## src/rtl/alu_dispatch.sv

```systemverilog
// alu_dispatch: issue stage in front of the 32-bit ALU of the RISC-V PE.
// Decodes RV32I OP/OP-IMM (plus MUL/DIVU) into an ALU select code, registers
// the operands, waits out the ALU latency and hands the captured result to
// writeback over a valid/ready interface.
// Optional: define ALU_DISPATCH_BACK2BACK_EN to accept a new instruction on
// the same edge that the pending result is handed off (no idle bubble).
module alu_dispatch #(
    parameter int unsigned ALU_LAT = 1,
    parameter int unsigned XLEN    = 32
) (
    input  logic            clk,
    input  logic            rst,
    input  logic            in_valid,
    output logic            in_ready,
    input  logic [6:0]      opcode,
    input  logic [2:0]      funct3,
    input  logic [6:0]      funct7,
    input  logic [XLEN-1:0] rs1_val,
    input  logic [XLEN-1:0] rs2_val,
    input  logic [XLEN-1:0] imm,
    input  logic [4:0]      rd,
    output logic [XLEN-1:0] alu_a,
    output logic [XLEN-1:0] alu_b,
    output logic [4:0]      alu_sel,
    input  logic [XLEN-1:0] alu_out,
    output logic            out_valid,
    input  logic            out_ready,
    output logic [XLEN-1:0] out_result,
    output logic            out_zero,
    output logic [4:0]      out_rd,
    output logic            out_illegal,
    output logic            busy
);

    localparam logic [6:0] OpReg  = 7'b0110011;
    localparam logic [6:0] OpImm  = 7'b0010011;
    localparam logic [6:0] F7Base = 7'b0000000;
    localparam logic [6:0] F7Alt  = 7'b0100000;
    localparam logic [6:0] F7Mext = 7'b0000001;
    localparam logic [3:0] LatCnt = 4'(ALU_LAT);

    typedef enum logic [1:0] {StIdle, StExec, StDone} state_e;

    state_e            state_q, state_d;
    logic [3:0]        cnt_q, cnt_d;
    logic [XLEN-1:0]   a_q, a_d, b_q, b_d, res_q, res_d;
    logic [4:0]        sel_q, sel_d, rd_q, rd_d;
    logic              zero_q, zero_d, ill_q, ill_d;

    logic              legal, is_shift, accept;
    logic [4:0]        sel_dec;
    logic [XLEN-1:0]   b_src, b_dec;

    // Translate opcode/funct3/funct7 into the ALU select code and legality.
    always_comb begin
        legal    = 1'b0;
        sel_dec  = 5'd0;
        is_shift = 1'b0;
        case (opcode)
            OpReg: begin
                case (funct7)
                    F7Base: begin
                        legal = 1'b1;
                        case (funct3)
                            3'b000: sel_dec = 5'd0;
                            3'b001: begin sel_dec = 5'd4; is_shift = 1'b1; end
                            3'b010: sel_dec = 5'd14;
                            3'b011: sel_dec = 5'd13;
                            3'b100: sel_dec = 5'd10;
                            3'b101: begin sel_dec = 5'd5; is_shift = 1'b1; end
                            3'b110: sel_dec = 5'd9;
                            3'b111: sel_dec = 5'd8;
                            default: legal = 1'b0;
                        endcase
                    end
                    F7Alt: begin
                        if (funct3 == 3'b000) begin
                            legal   = 1'b1;
                            sel_dec = 5'd1;
                        end else if (funct3 == 3'b101) begin
                            legal    = 1'b1;
                            sel_dec  = 5'd15;
                            is_shift = 1'b1;
                        end
                    end
                    F7Mext: begin
                        if (funct3 == 3'b000) begin
                            legal   = 1'b1;
                            sel_dec = 5'd2;
                        end else if (funct3 == 3'b101) begin
                            legal   = 1'b1;
                            sel_dec = 5'd3;
                        end
                    end
                    default: legal = 1'b0;
                endcase
            end
            OpImm: begin
                legal = 1'b1;
                case (funct3)
                    3'b000: sel_dec = 5'd0;
                    3'b010: sel_dec = 5'd14;
                    3'b011: sel_dec = 5'd13;
                    3'b100: sel_dec = 5'd10;
                    3'b110: sel_dec = 5'd9;
                    3'b111: sel_dec = 5'd8;
                    3'b001: begin
                        legal    = (funct7 == F7Base);
                        sel_dec  = 5'd4;
                        is_shift = 1'b1;
                    end
                    3'b101: begin
                        legal    = (funct7 == F7Base) || (funct7 == F7Alt);
                        sel_dec  = (funct7 == F7Alt) ? 5'd15 : 5'd5;
                        is_shift = 1'b1;
                    end
                    default: legal = 1'b0;
                endcase
            end
            default: legal = 1'b0;
        endcase
    end

    // Operand B source; shift amounts are limited to 5 bits.
    assign b_src = (opcode == OpImm) ? imm : rs2_val;
    assign b_dec = is_shift ? {{(XLEN-5){1'b0}}, b_src[4:0]} : b_src;

`ifdef ALU_DISPATCH_BACK2BACK_EN
    assign in_ready = (state_q == StIdle) || ((state_q == StDone) && out_ready);
`else
    assign in_ready = (state_q == StIdle);
`endif

    assign accept    = in_valid && in_ready;
    assign out_valid = (state_q == StDone);
    assign busy      = (state_q != StIdle);

    // Next-state logic: sequencing plus capture of operands and results.
    always_comb begin
        state_d = state_q;
        cnt_d   = cnt_q;
        a_d     = a_q;
        b_d     = b_q;
        sel_d   = sel_q;
        rd_d    = rd_q;
        res_d   = res_q;
        zero_d  = zero_q;
        ill_d   = ill_q;
        unique case (state_q)
            StIdle: ;
            StExec: begin
                if (cnt_q != 4'd0) begin
                    cnt_d = cnt_q - 4'd1;
                end else begin
                    res_d   = alu_out;
                    zero_d  = (alu_out == '0);
                    ill_d   = 1'b0;
                    state_d = StDone;
                end
            end
            StDone: begin
                if (out_ready) state_d = StIdle;
            end
            default: state_d = StIdle;
        endcase
        // Accept overrides the DONE->IDLE hand-off when back-to-back is enabled.
        if (accept) begin
            rd_d = rd;
            if (legal) begin
                a_d     = rs1_val;
                b_d     = b_dec;
                sel_d   = sel_dec;
                cnt_d   = LatCnt;
                state_d = StExec;
            end else begin
                ill_d   = 1'b1;
                res_d   = '0;
                zero_d  = 1'b1;
                state_d = StDone;
            end
        end
    end

    // State and datapath registers with synchronous reset.
    always_ff @(posedge clk) begin
        if (rst) begin
            state_q <= StIdle;
            cnt_q   <= 4'd0;
            a_q     <= '0;
            b_q     <= '0;
            sel_q   <= 5'd0;
            rd_q    <= 5'd0;
            res_q   <= '0;
            zero_q  <= 1'b0;
            ill_q   <= 1'b0;
        end else begin
            state_q <= state_d;
            cnt_q   <= cnt_d;
            a_q     <= a_d;
            b_q     <= b_d;
            sel_q   <= sel_d;
            rd_q    <= rd_d;
            res_q   <= res_d;
            zero_q  <= zero_d;
            ill_q   <= ill_d;
        end
    end

    assign alu_a       = a_q;
    assign alu_b       = b_q;
    assign alu_sel     = sel_q;
    assign out_result  = res_q;
    assign out_zero    = zero_q;
    assign out_rd      = rd_q;
    assign out_illegal = ill_q;

endmodule

```

## config.mk

```make
export PLATFORM = sky130hd
export DESIGN_NAME = alu_dispatch
export DESIGN_NICKNAME = d
export VERILOG_FILES = /design/src/rtl/alu_dispatch.sv
export SDC_FILE = /design/constraint.sdc
export NUM_CORES = 1
export LEC_CHECK = 0
export CAP_MARGIN = 0
export CORE_UTILIZATION = 36
export DETAILED_ROUTE_END_ITERATION = 16
export PLACE_DENSITY = 0.79
export SKIP_CTS_REPAIR_TIMING = 1
export SYNTH_ARGS = -nofsm -noshare
export SYNTH_HDL_FRONTEND = slang
export SYNTH_SLANG_ARGS = --single-unit
```

## constraint.sdc

```tcl
create_clock -name clk -period 1.9 [get_ports clk]
set_clock_uncertainty 0.15 [all_clocks]
set_input_delay 0.19 -clock clk [delete_from_list [all_inputs] [get_ports clk]]
set_output_delay 0.19 -clock clk [all_outputs]
set_load 0.005 [all_outputs]
```

* After elaboration in Yosys (flattened, before gate mapping) *
Cells that the tools add are included.

word-level totals
  flip-flop bits (word level) = 114
  input port bits = 154
  output and inout bits = 111
  word-level logic and storage cells = 79

cells by class
  multiplexer cells = 41
  equality and inequality tests = 16
  reductions and logical operators = 12
  add/sub/neg operators = 1

operators with widths
  kind                                              count
  2-to-1 mux 32 bit                                 6
  case mux 5 bit (8 select lines)                   2
  zero test 32 bit                                  1
  2-to-1 mux 4 bit                                  7
  case mux 5 bit (3 select lines)                   1
  == test 7 x 6 -> 1 bit, second input constant     2
  == test 3 bit, second input constant              4
  2-to-1 mux 1 bit                                  12
  2-to-1 mux 2 bit                                  6
  case mux 1 bit (2 select lines)                   5
  case mux 5 bit (2 select lines)                   1
  == test 7 x 1 -> 1 bit, second input constant     1
  == test 7 x 5 -> 1 bit, second input constant     1
  zero test 7 bit                                   1
  == test 3 x 2 -> 1 bit, second input constant     2
  case mux 2 bit (3 select lines)                   1
  nonzero test 4 bit                                1
  OR reduction 2 bit                                2
  subtractor 4 x 1 -> 4 bit, second input constant  1
  == test 3 x 1 -> 1 bit, second input constant     1
  zero test 3 bit                                   1
  != test 3 x 1 -> 1 bit, second input constant     1
  != test 3 bit, second input constant              1
  AND reduction 3 bit                               1
  other kinds (8)                                   8

* Depth between registers and ports, before layout *
  word-level depth = 7
  depth in mapped cells = 8
  depth with buffers taken out = 7

* Worst setup path before layout *
No wires, ideal clock.

  kind = input -> register
  from = input port funct7[1]
  to = register sel_q[2] (netlist: alu_sel[2])
  path buffers = 1
  setup slack = -0.231 ns
  required time = 1.627 ns
  stages on the path = 6
  arrival time = 1.858 ns
  library setup time = 0.123 ns
  cell sequence = or4_4 o41a_1 o2bb2ai_4 nand2_1 buf_2 mux2_1

between the ends
  longest elaborated chain between the ends = 5
  elaborated cells on any way between the ends = 11
  those cells by class = eq/ne: 2; mux: 5; reduce/logical: 4

RTL lines
  item                                                                     line     source
  start, declared                                                          17       input logic [6:0] funct7,
  == test 7 x 6 -> 1 bit, or another cell as far along                     61, 113
  OR reduction 2 bit (no line) / logical OR 1 bit (equally long branches)  n/a
  case mux 1 bit (2 select lines), on equally long branches                61, 100
  case mux 1 bit (2 select lines)                                          59       case (opcode)
  AND reduction 2 bit (no line)                                            n/a
  end signal, assigned                                                     201      sel_q <= sel_d;
  end, declared                                                            47       logic [4:0] sel_q, sel_d, rd_q, rd_d;

Parallel ways exist; a longest one is shown, timed or not.
A chain may end at the register's enable or synchronous reset.

* Final worst setup path *
  from = input port funct7[4]
  to = register a_q[7] (netlist: alu_a[7])

between the ends
  longest elaborated chain between the ends = 5
  elaborated cells on any way between the ends = 9
  those cells by class = eq/ne: 2; mux: 3; reduce/logical: 4

RTL lines
  item                                                                     line     source
  == test 7 x 6 -> 1 bit, or another cell as far along                     61, 113
  OR reduction 2 bit (no line) / logical OR 1 bit (equally long branches)  n/a
  case mux 1 bit (2 select lines), on equally long branches                61, 100
  case mux 1 bit (2 select lines) *                                        59
  AND reduction 2 bit (no line) *                                          n/a
  end signal, assigned                                                     189      a_q <= '0;
  end signal, assigned                                                     199      a_q <= a_d;
  end, declared                                                            46       logic [XLEN-1:0] a_q, a_d, b_q, b_d, res_q, res_d;

Mark *: on every way between the ends. The rest lies on a longest branch, timed or not.

==> metrics.txt <==
Cell Int Power around 0.0048 W; part of the total power dissipated in sequential elements between 30% and 40%; reg-to-reg startpoint state_q[0]$_SDFFE_PP0P_; worst slack, placed -0.767 ns; via count of the first global-routing pass ~5300; Cells on Worst Hold Path 5; Detail Route Antenna Nets 0; sum of net half-perimeters after detailed placement ~12 mm; clock latency on the worst-skew pair 0.41 ns; cell type with the largest total area after synthesis dfxtp_1; EDFF count, synth 0; Critical Path End Type register; layer carrying the most global-route usage met2; data required time of the critical path 2.08 ns; Routed WL per cell 16.3 um; status finished, violations left; synthesized area divided by synthesized cell count 8.79 um^2; total leakage power 3.55 nW; maximum buffer depth of the clock tree 2; Crit Path Class in -> reg; clock root buffer master clkbuf_16; peak supply drop 0.000501 V; horizontal die dimension ~120 um; total setup violations reported at the end of the flow 2; hold crit path type in -> reg; count of unresolved DRC violations after routing 0; total via count after detailed routing 5541; number of placement rows 43; power spent charging and discharging nets 0.00147 W; dominant cells by area after synthesis dfxtp_1 44%, a21oi_1 8.4%, nor4_2 6.3%; power density over the cells 662 nW/um^2; most frequently used flop master after synthesis dfxtp_1; area of the die 14900 um^2; Die H 122 um; violated checks setup timing; Clk pin slew, worst setup/hold paths ~0.050 ns; met3 demand-to-capacity share in global routing 7.87%; share of synthesized registers carrying an async set or reset 0%; Worst-Margin Slew 0.507 ns; least setup slack across all paths after layout -0.0400 ns; last weighted congestion value of the routability-driven placer 0.803; GRT Residual Overflow 0; Final Max Slew Viols 0; violation count after the first detailed-route iteration 353; Routed Wire Length between 15 and 20 mm; number of max-capacitance violations reported 0; gate count of the mapped netlist around 590; io pins 265; total of buffers placed on input and output ports around 260; headroom to the max-slew limit 66.2%; fraction of the cycle the final worst path needs 102%; RSZ-0062 raised after global routing true; element type at the critical path start input port; Reg2Reg Capture Point alu_b[5]$_SDFFE_PP0P_; Avg Vias per Cell 5.14; wire length of the first global-routing pass approximately 26 mm; area post-placement approximately 8400 um^2; overall routing resource usage 22.4%; Layout Cell Area excl Fill 9440 um^2; worst reg-to-reg setup slack 0.18 ns; ant diodes 0; first-pass iteration count of the detailed router 4; clock buffers created by TritonCTS 17; post-synthesis sequential area ratio approximately 44%; synthesis-to-layout area growth 82.4%; Syn Nets 744; yosys synthesis warning count 0; grt met2 use 38.8%; Max Fclk 0.515 GHz; Min Clock Period, post-route 1.94 ns; leading post-synthesis cells by instance count 113 x dfxtp_1, 87 x a21oi_1, 83 x nand2_1; Synth Register Bits 113; area fraction of the dominant cell type after synthesis 43.7%; library cell with the highest instance count after synthesis dfxtp_1; R2R depth 6; number of nets in the layout 1040; fraction of final layout cells with drive strength greater than 1 around a fifth; Gate power share 12.3%; hold worst-path end alu_sel[0]$_SDFFE_PP0P_; effective utilization at floorplan 37.1%; sink count of the clock tree 113; number of distinct library cells after synthesis 51; Hold Fails Final Rpt 0; TritonCTS clock tree done; largest net degree at the start of global routing 40; antenna violations before repair 0; start point of the worst hold path opcode[5]; CTS H-tree depth 4; setup total negative slack -0.0495 ns; core area 13900 um^2; Critical Path Fanout Max 8; met1 demand-to-capacity share in global routing 24.8%; clock network fraction of design power 49.5%; Post-Synthesis Cell Area 5170 um^2; data arrival time at the worst-slack endpoint roughly 2.1 ns; switching share of power about a quarter
## sequential cells by signal, indices dropped and copies added, names as in the netlist
signal,count
out_illegal,1
out_zero,1
alu_a,32
alu_b,32
state_q,2
out_rd,5
alu_sel,4
cnt_q,4
out_result,32
## metrics by stage
step | power, W | std cells | util, % | hold slack, ns
after CTS | 0.00628 | 1063 | 64.1 | -0.113
after floorplan | 0.00269 | 589 | - | 0.176
after global routing | 0.00649 | 1078 | 67.8 | 0.183
final | 0.00625 | 1078 | 67.8 | 0.173
after global placement | 0.00317 | 1031 | 60.0 | 0.290
after detailed placement | 0.00317 | 1031 | 60.0 | 0.297
## how the worst max path moves through the flow
stage	end	slack [ns]	from
5_1_grt	alu_a[7]$_SDFFE_PP0P_	-0.08	funct7[4]
2_1_floorplan	alu_sel[2]$_SDFFE_PP0P_	-0.22	funct7[1]
3_3_place_gp	alu_b[16]$_SDFFE_PP0P_	-0.73	funct7[1]
3_5_place_dp	alu_b[29]$_SDFFE_PP0P_	-0.77	funct7[1]
6_report	alu_a[7]$_SDFFE_PP0P_	-0.04	funct7[4]
4_1_cts	alu_b[29]$_SDFFE_PP0P_	-0.35	funct7[1]
## layout by cell type, fill, tap and decap left out, types with 3 or more instances in the layout
cell | netlist | final
clkinvlp_4 | 0 | 3
buf_8 | 0 | 3
nor2b_1 | 9 | 5
nor4_2 | 26 | 23
nand3_2 | 0 | 5
nand3_4 | 0 | 3
a21oi_2 | 0 | 12
clkbuf_16 | 0 | 20
dlymetal6s2s_1 | 0 | 13
nor2_1 | 8 | 6
buf_4 | 5 | 49
o21ai_0 | 38 | 14
clkinv_2 | 0 | 4
o21ai_2 | 0 | 5
a31o_1 | 26 | 26
nor4_4 | 0 | 4
nor3_1 | 4 | 4
a21oi_1 | 87 | 75
o21ai_1 | 2 | 20
inv_1 | 7 | 7
nand3_1 | 33 | 25
dfxtp_1 | 113 | 111
nor2b_2 | 0 | 3
mux2i_1 | 32 | 31
clkinv_4 | 0 | 3
buf_12 | 0 | 9
nand2_1 | 83 | 80
a211oi_2 | 0 | 6
clkdlybuf4s50_1 | 0 | 246
buf_6 | 3 | 9
nor4_1 | 10 | 9
## area by class of cell
class	count	area [um^2]
sequential	113	2270
clock inverter	13	138
inverter	7	26.3
fill	1095	4490
timing repair buffer	336	3420
tap	180	225
multi-input combinational	410	2920
clock buffer	19	443
## per-layer routing
metal | vias to the layer above | part of all wire, % | routed length, um
met5 | - | 0 | 0
met4 | 0 | 1.7 | 303
met3 | 26 | 9.0 | 1580
met2 | 220 | 49 | 8640
met1 | 2571 | 40 | 7090
li1 | 2724 | - | -
## critical path: stages
cell and delay (ns):
buf_6 0.09, or4_4 0.53, o41a_1 0.42, o2bb2ai_4 0.27
buf_8 0.18, clkbuf_16 0.18, nand3_1 0.11, a21oi_1 0.14
## power groups by stage
stage / sequential, W / combinational [W] / clock, W
6_report: 0.00239 / 0.000767 / 0.00309
5_1_grt: 0.00239 / 0.000821 / 0.00327
4_1_cts: 0.00239 / 0.000733 / 0.00316
3_5_place_dp: 0.00244 / 0.000730 / 0
3_3_place_gp: 0.00244 / 0.000727 / 0
2_1_floorplan: 0.00244 / 0.000244 / 0
## cells by family after synthesis
kind of cell    synth area share [%]
compound gates                  21.6
xor+xnor                       0.508
fa+ha+maj                      0.242
buf+inv                         5.80
flops                           43.7
mux                             6.41
other cells                   0.0725
simple gates                    21.7
(Power assumes the default switching activity.)
